### src/rtl/transfer_reg_n_if.sv
// Strobe/condition inputs and TR outputs of the LVDC transfer-condition register.
// The decoder/sequencer side drives through master; the register uses slave.
interface transfer_reg_n_if #(
    parameter int WIDTH = 9
);
    logic             V1_STB;
    logic             W6_STB;
    logic             X8_STB;
    logic             Y4_STB;
    logic             V4_STB;
    logic             RUNV;
    logic             SET_X8;
    logic             SET_Y4;
    logic             SHIFT;
    logic             SRTR;
    logic             CLTR;
    logic [WIDTH-1:0] TR;
    logic             TR_ANY;
    logic             PHASE_ERR;
    logic             TR_LOST;

    modport master (
        output V1_STB, W6_STB, X8_STB, Y4_STB, V4_STB,
        output RUNV, SET_X8, SET_Y4, SHIFT, SRTR, CLTR,
        input  TR, TR_ANY, PHASE_ERR, TR_LOST
    );

    modport slave (
        input  V1_STB, W6_STB, X8_STB, Y4_STB, V4_STB,
        input  RUNV, SET_X8, SET_Y4, SHIFT, SRTR, CLTR,
        output TR, TR_ANY, PHASE_ERR, TR_LOST
    );
endinterface

### src/rtl/transfer_reg_n.sv
// WIDTH-bit transfer-condition history: collect at X8/Y4, commit at V1, clear at W6 / MOD_N-th V4.
// Define TRANSFER_REG_STICKY_EN to enable the sticky TR_LOST overflow flag.
module transfer_reg_n #(
    parameter int WIDTH = 9,
    parameter int MOD_N = 2
) (
    input  logic             CLK,
    input  logic             RESET,
    transfer_reg_n_if.slave  trif
);
    logic [WIDTH-1:0] r_tr;
    logic [WIDTH-1:0] w_tr_nxt;
    logic [WIDTH-1:0] w_shifted;
    logic             r_p;
    logic             w_p_nxt;
    logic [3:0]       r_cnt;
    logic [3:0]       w_cnt_nxt;
    logic             r_perr;
    logic             w_wrap;
    logic             w_v1_act;
    logic [2:0]       w_nstb;

    generate
        if (WIDTH == 1) begin : g_shift1
            assign w_shifted = r_p;
        end else begin : g_shiftn
            assign w_shifted = {r_tr[WIDTH-2:0], r_p};
        end
    endgenerate

    assign w_nstb   = 3'(trif.V1_STB) + 3'(trif.W6_STB) + 3'(trif.X8_STB) + 3'(trif.Y4_STB);
    assign w_wrap   = trif.V4_STB && (r_cnt == 4'(MOD_N - 1));
    assign w_v1_act = trif.V1_STB && !trif.W6_STB;

    always_comb begin
        w_tr_nxt  = r_tr;
        w_p_nxt   = r_p;
        w_cnt_nxt = r_cnt;
        if (trif.V4_STB)
            w_cnt_nxt = w_wrap ? 4'd0 : r_cnt + 4'd1;

        // Only the highest-priority phase strobe acts: W6 > V1 > Y4 > X8.
        if (trif.W6_STB) begin
            if (trif.CLTR)
                w_tr_nxt = '0;
            else if (trif.SRTR)
                w_tr_nxt[0] = 1'b0;
            if (w_wrap)
                w_tr_nxt[0] = 1'b0;
        end else if (trif.V1_STB) begin
            // Commit overrides a coincident modulo clear.
            if (trif.SHIFT)
                w_tr_nxt = w_shifted;
            else
                w_tr_nxt[0] = r_tr[0] | r_p;
            w_p_nxt = 1'b0;
        end else begin
            if (w_wrap)
                w_tr_nxt[0] = 1'b0;
            if (trif.Y4_STB) begin
                if (trif.SET_Y4 && trif.RUNV)
                    w_p_nxt = 1'b1;
            end else if (trif.X8_STB && trif.SET_X8) begin
                w_p_nxt = 1'b1;
            end
        end
    end

    always_ff @(posedge CLK) begin
        if (RESET) begin
            r_tr   <= '0;
            r_p    <= 1'b0;
            r_cnt  <= 4'd0;
            r_perr <= 1'b0;
        end else begin
            r_tr   <= w_tr_nxt;
            r_p    <= w_p_nxt;
            r_cnt  <= w_cnt_nxt;
            if (w_nstb > 3'd1)
                r_perr <= 1'b1;
        end
    end

`ifdef TRANSFER_REG_STICKY_EN
    logic r_lost;

    always_ff @(posedge CLK) begin
        if (RESET)
            r_lost <= 1'b0;
        else if (w_v1_act && trif.SHIFT && r_tr[WIDTH-1])
            r_lost <= 1'b1;
    end

    assign trif.TR_LOST = r_lost;
`else
    logic w_unused;
    assign w_unused     = w_v1_act;
    assign trif.TR_LOST = 1'b0;
`endif

    assign trif.TR        = r_tr;
    assign trif.TR_ANY    = |r_tr;
    assign trif.PHASE_ERR = r_perr;
endmodule

### src/flat_wrapper.sv
// flat-port wrapper written by rule: the top's interface ports become plain ports
module transfer_reg_n_flat 
#(
    parameter int WIDTH = 9,
    parameter int MOD_N = 2
)
  (CLK, RESET, trif_V1_STB, trif_W6_STB, trif_X8_STB, trif_Y4_STB, trif_V4_STB, trif_RUNV, trif_SET_X8, trif_SET_Y4, trif_SHIFT, trif_SRTR, trif_CLTR, trif_TR, trif_TR_ANY, trif_PHASE_ERR, trif_TR_LOST);
  transfer_reg_n_if #(.WIDTH(WIDTH)) trif_i ();
  input  logic CLK;
  input  logic RESET;
  input wire logic [$bits(trif_i.V1_STB)-1:0] trif_V1_STB;
  input wire logic [$bits(trif_i.W6_STB)-1:0] trif_W6_STB;
  input wire logic [$bits(trif_i.X8_STB)-1:0] trif_X8_STB;
  input wire logic [$bits(trif_i.Y4_STB)-1:0] trif_Y4_STB;
  input wire logic [$bits(trif_i.V4_STB)-1:0] trif_V4_STB;
  input wire logic [$bits(trif_i.RUNV)-1:0] trif_RUNV;
  input wire logic [$bits(trif_i.SET_X8)-1:0] trif_SET_X8;
  input wire logic [$bits(trif_i.SET_Y4)-1:0] trif_SET_Y4;
  input wire logic [$bits(trif_i.SHIFT)-1:0] trif_SHIFT;
  input wire logic [$bits(trif_i.SRTR)-1:0] trif_SRTR;
  input wire logic [$bits(trif_i.CLTR)-1:0] trif_CLTR;
  output wire logic [$bits(trif_i.TR)-1:0] trif_TR;
  output wire logic [$bits(trif_i.TR_ANY)-1:0] trif_TR_ANY;
  output wire logic [$bits(trif_i.PHASE_ERR)-1:0] trif_PHASE_ERR;
  output wire logic [$bits(trif_i.TR_LOST)-1:0] trif_TR_LOST;
  assign trif_i.V1_STB = trif_V1_STB;
  assign trif_i.W6_STB = trif_W6_STB;
  assign trif_i.X8_STB = trif_X8_STB;
  assign trif_i.Y4_STB = trif_Y4_STB;
  assign trif_i.V4_STB = trif_V4_STB;
  assign trif_i.RUNV = trif_RUNV;
  assign trif_i.SET_X8 = trif_SET_X8;
  assign trif_i.SET_Y4 = trif_SET_Y4;
  assign trif_i.SHIFT = trif_SHIFT;
  assign trif_i.SRTR = trif_SRTR;
  assign trif_i.CLTR = trif_CLTR;
  assign trif_TR = trif_i.TR;
  assign trif_TR_ANY = trif_i.TR_ANY;
  assign trif_PHASE_ERR = trif_i.PHASE_ERR;
  assign trif_TR_LOST = trif_i.TR_LOST;
  transfer_reg_n #(.WIDTH(WIDTH), .MOD_N(MOD_N)) u_core (.CLK(CLK), .RESET(RESET), .trif(trif_i));
endmodule
### config.mk
export PLATFORM = sky130hd
export DESIGN_NAME = transfer_reg_n_flat
export DESIGN_NICKNAME = d
export VERILOG_FILES = /design/src/rtl/transfer_reg_n_if.sv /design/src/rtl/transfer_reg_n.sv /design/src/flat_wrapper.sv
export SDC_FILE = /design/constraint.sdc
export NUM_CORES = 1
export LEC_CHECK = 0
export ABC_AREA = 1
export CORE_UTILIZATION = 49
export DETAILED_ROUTE_END_ITERATION = 12
export PLACE_DENSITY = 0.82
export SLEW_MARGIN = 20
export SYNTH_ARGS = -nofsm -noshare
export SYNTH_HDL_FRONTEND = slang
export SYNTH_SLANG_ARGS = --single-unit
### constraint.sdc
create_clock -name CLK -period 2.4 [get_ports CLK]
set_clock_uncertainty 0.05 [all_clocks]
set_input_delay 0.48 -clock CLK [delete_from_list [all_inputs] [get_ports CLK]]
set_output_delay 0.48 -clock CLK [all_outputs]
set_load 0.03 [all_outputs]
# Yosys cells after proc, flatten, opt, wreduce, memory -nomap -nowiden
# Cells that the tools add are included.
# totals
out_inout_bits	12
wordCells	42
inputBits	13
register_bits	15
# op_classes
order_cmp	1
reduce_logical	11
add_sub_neg	4
bitwise_logic	2
n_eq_ne	4
n_mux	15
# ops
op	n
$mux W8	3
$mux W1	10
$mux W9	1
$reduce_or A9 Y1	1
$add A3 B1 Y3	2
$reduce_and A3 Y1	2
$reduce_bool A3 Y1	2
$add A4 B1 Y4 const B	1
$eq A4 B1 Y1 const B	1
$mux W4	1
$ne A4 B1 Y1 const B	1
$reduce_bool A2 Y1	2
$gt A3 B1 Y1 const B	1
$logic_and A1 B1 Y1	3
$ne A3 B2 Y1 const B	1
$add A1 B1 Y2	1
$ne A2 B1 Y1 const B	1
$reduce_and A2 Y1	1
$not A1 Y1	1
$or A1 B1 Y1	1

# Logic depth before layout (Yosys ltp)
# logic_depth
word_depth	5
mapped_depth	9

# Least setup slack after synthesis
# No wires, ideal clock.
# synth_path
path_kind	in2reg
start	in trif_W6_STB
end	reg u_core.r_perr (netlist: u_core.trif.PHASE_ERR)
path_stages	8
required_ns	2.234
t_arrival_ns	1.537
n_path_buf	1
setup_time_ns	0.116
setup_slack_ns	0.697
cell_sequence	buf_6 -> inv_1 -> ha_1 -> ha_1 -> a21oi_1 -> nand2_1 -> o21ai_0 -> inv_1
# synth_between
elab_chain_len	4
# synth_rtl
element	line	source
start: declaration	flat_wrapper.sv:12	input wire logic [$bits(trif_i.W6_STB)-1:0] trif_W6_STB;
$add A1 B1 Y2	transfer_reg_n.sv:31	assign w_nstb = 3'(trif.V1_STB) + 3'(trif.W6_STB) + 3'(trif.X8_STB) + 3'(trif.Y4_STB);
$add A3 B1 Y3 (2 in series)	transfer_reg_n.sv:31	
$gt A3 B1 Y1	transfer_reg_n.sv:79	if (w_nstb > 3'd1)
end signal: assignment	transfer_reg_n.sv:74	r_perr <= 1'b0;
end signal: assignment	transfer_reg_n.sv:80	r_perr <= 1'b1;
end: declaration	transfer_reg_n.sv:18	logic r_perr;
# Every way passes these cells.
# A chain may end at the register's enable or synchronous reset.

# Final worst setup path
# layout_path
start	reg u_core.r_tr[8] (netlist: u_core.trif.TR[8])
end	out trif_TR_ANY
# layout_between
elab_chain_len	1
# layout_rtl
element	line	source
start: declaration	transfer_reg_n.sv:11	logic [WIDTH-1:0] r_tr;
start signal: assignment	transfer_reg_n.sv:76	r_tr <= w_tr_nxt;
$reduce_or A9 Y1	transfer_reg_n.sv:102	assign trif.TR_ANY = |r_tr;
end: declaration	flat_wrapper.sv:23	output wire logic [$bits(trif_i.TR_ANY)-1:0] trif_TR_ANY;
# Every way passes these cells.

==> impl_metrics.csv <==
group,metric,value,unit
logic_synthesis,ys_types,26,
finish,syn2layout_area_growth,29.7,%
pwr,irDropWorstVdd,0.440,mV
sta,max_freq,0.461,GHz
pwr,p_leak,0.498,nW
floorplanning,row_count,14,
route,avgRoutedWirePerCell,10.0,um
route,drt-total-wl,1590,um
critical_path,arrival,1.64,ns
cts,htreeDepth,1,
global_route,grt_pass1_vias,720,
finish,fin_cells,159,
sta,rsz0062_at_grt,"false",
finish,final_common_cell,"clkdlybuf4s50_1",
logic_synthesis,syn_nets,136,
route,vias,816,
critical_path,cp-start-kind,"flop",
logic_synthesis,yosysWarnings,0,
critical_path,r2r_start,"u_core.r_cnt[1]$_SDFFE_PP0P_",
finish,final_nets,162,
global_route,grt_max_degree,14,
logic_synthesis,synth_top_area_cell,"dfxtp_1",
critical_path,rrSetupSlack,1.19,ns
global_route,grt_util_all_layers,0.199,
route,drc_errors,0,
route,drt_iter0_drc,14,
pwr,cellPowerDensity,517,mW/mm^2
sta,fin_crit,2.17,ns
floorplanning,die-area,0.00193,sq mm
place,port_buffers,23,
route,vias_per_cell,5.13,
cts,cts_buffers,3,
route,first_pass_iters,6,
run_status,status,"finished clean",
cts,postCtsSetupBuffers,0,
critical_path,crit_required,1.87,ns
sta,post-route-period-util,0.904,
critical_path,crit_fanout,3,
route,antenna_left,0,
finish,final_cell_mix,"clkdlybuf4s50_1, inv_1, nor2_1, nand2_1, dfxtp_1",
cts,cts_resized,0,
place,globalplace.congestion,0.785,
floorplanning,die_y,44.0,um
critical_path,reg2reg_to,"u_core.trif.TR[0]$_SDFFE_PP0P_",
cts,insertion_delay,0.28,ns
floorplanning,die_x,44.0,um
global_route,grt_pass1_wl,2880,um
cts,clockBufferDepth,2,
logic_synthesis,synth.ff_latch_count,15,
sta,slew_viol_final,0,
critical_path,cp-end-kind,"output pin",
cts,clock_sinks,15,
cts,path_clk_slew,0.08,ns
floorplanning,io_pins,25,
min_path,hold_start,"u_core.r_p$_SDFFE_PP0P_",
floorplanning,design.core.area,0.00158,sq mm
sta,finalSetupViolations,0,
finish,final_util,0.710,
sta,hold_violations,0,
logic_synthesis,syn_avg_cell_area,7.32,sq um
min_path,worst_hold_path_type,"reg -> reg",
logic_synthesis,synth_top_area_share,0.348,
critical_path,worstSetupStartpoint,"u_core.trif.TR[8]$_SDFFE_PP0P_",
global_route,antenna_found_initial,0,
critical_path,crit_path_end,"trif_TR_ANY",
place,dp_hpwl,1270,um
critical_path,reg2reg_depth,9,
pwr,power,0.579,mW
cts,cts_tree,"yes",
logic_synthesis,synthTopCellsByArea,"dfxtp_1, inv_1, nand2_1",
place,dp_cells,155,
finish,final_layout_size_suffix_gt1_frac,0.140,
logic_synthesis,yosysSeqAreaShare,0.348,
finish,num_antenna_cells,0,
critical_path,worstSetupPathType,"reg -> out",
cts,postCtsHoldBufs,0,
logic_synthesis,synth_area,863,sq um
sta,finalSetupTns,0,ns
cts,cts_root_buf,"clkbuf_4",
flow_run,cap_violations,0,
logic_synthesis,synth_cells,118,
floorplanning,start_util,0.548,
global_route,grt_overflow_total,0,
-- state kept, by name, summed over array words and instances (netlist names) --
name                   cells
u_core.trif.PHASE_ERR      1
u_core.r_cnt               4
u_core.r_p                 1
u_core.trif.TR             9
-- report_power, final --
| group | internal (mW) | switching (mW) |
|---|---|---|
| Clock | 0.0645 | 0.0750 |
| Sequential | 0.263 | 0.00965 |
| Combinational | 0.0721 | 0.0948 |
-- final cells by class --
| cell class | count | area, sq um |
|---|---|---|
| fillers | 125 | 457 |
| repair buffers | 25 | 245 |
| multi-input cells | 80 | 457 |
| inverters | 19 | 71.3 |
| clock buffers | 4 | 26.3 |
| well taps | 16 | 20.0 |
| flip-flops and latches | 15 | 300 |
-- worst min path at each step --
stage | cells past startpoint | to
floorplan | 2 | u_core.r_p$_SDFFE_PP0P_
global placement | 2 | u_core.r_p$_SDFFE_PP0P_
detailed placement | 2 | u_core.r_p$_SDFFE_PP0P_
CTS | 2 | u_core.r_p$_SDFFE_PP0P_
global route | 2 | u_core.r_p$_SDFFE_PP0P_
finish | 2 | u_core.r_p$_SDFFE_PP0P_
-- cell usage after synthesis, drive strengths merged --
library cell	number
ha	5
nor2	20
nor4	1
dfxtp	15
o31ai	1
a21oi	6
nand2	24
o21ai	8
xor2	1
inv	19
nand3b	1
nor3	2
nand4	4
and3	1
conb	1
buf	4
nand3	5
-- cells by family (layout without fill, tap and decap cells) --
group                    after synthesis  in the layout  synth area share
AND/OR/NAND/NOR                       58             58             0.330
buffers and inverters                 23             48             0.123
AO/OA/AOI/OAI                         15             15             0.112
flip-flops                            15             15             0.348
adder cells (fa/ha/maj)                5              5            0.0725
other                                  1              1           0.00434
XOR/XNOR                               1              1            0.0101
-- worst max-delay path: stages, from the launching register on --
cell and delay [ns]:
dfxtp_1 0.34, nor4_1 0.31, nand3_1 0.10, clkdlybuf4s50_1 0.61
-- metal layers --
layer,GRT usage,vias up,wire (um)
met2,0.301,35,711
li1,-,423,-
met5,0,-,0
met1,0.273,356,735
met4,0.0485,0,13
met3,0.0667,2,132
-- through the flow --
stage | hold WS [ns] | worst slack [ns] | instance area (sq um)
after detailed placement | 0.398 | 0.274 | 1090
after global placement | 0.390 | 0.300 | 1090
after floorplan | 0.378 | 0.697 | 863
after global routing | 0.439 | 0.163 | 1120
final | 0.409 | 0.231 | 1120
after CTS | 0.411 | 0.216 | 1120
Power figures use the tool's default switching activity.
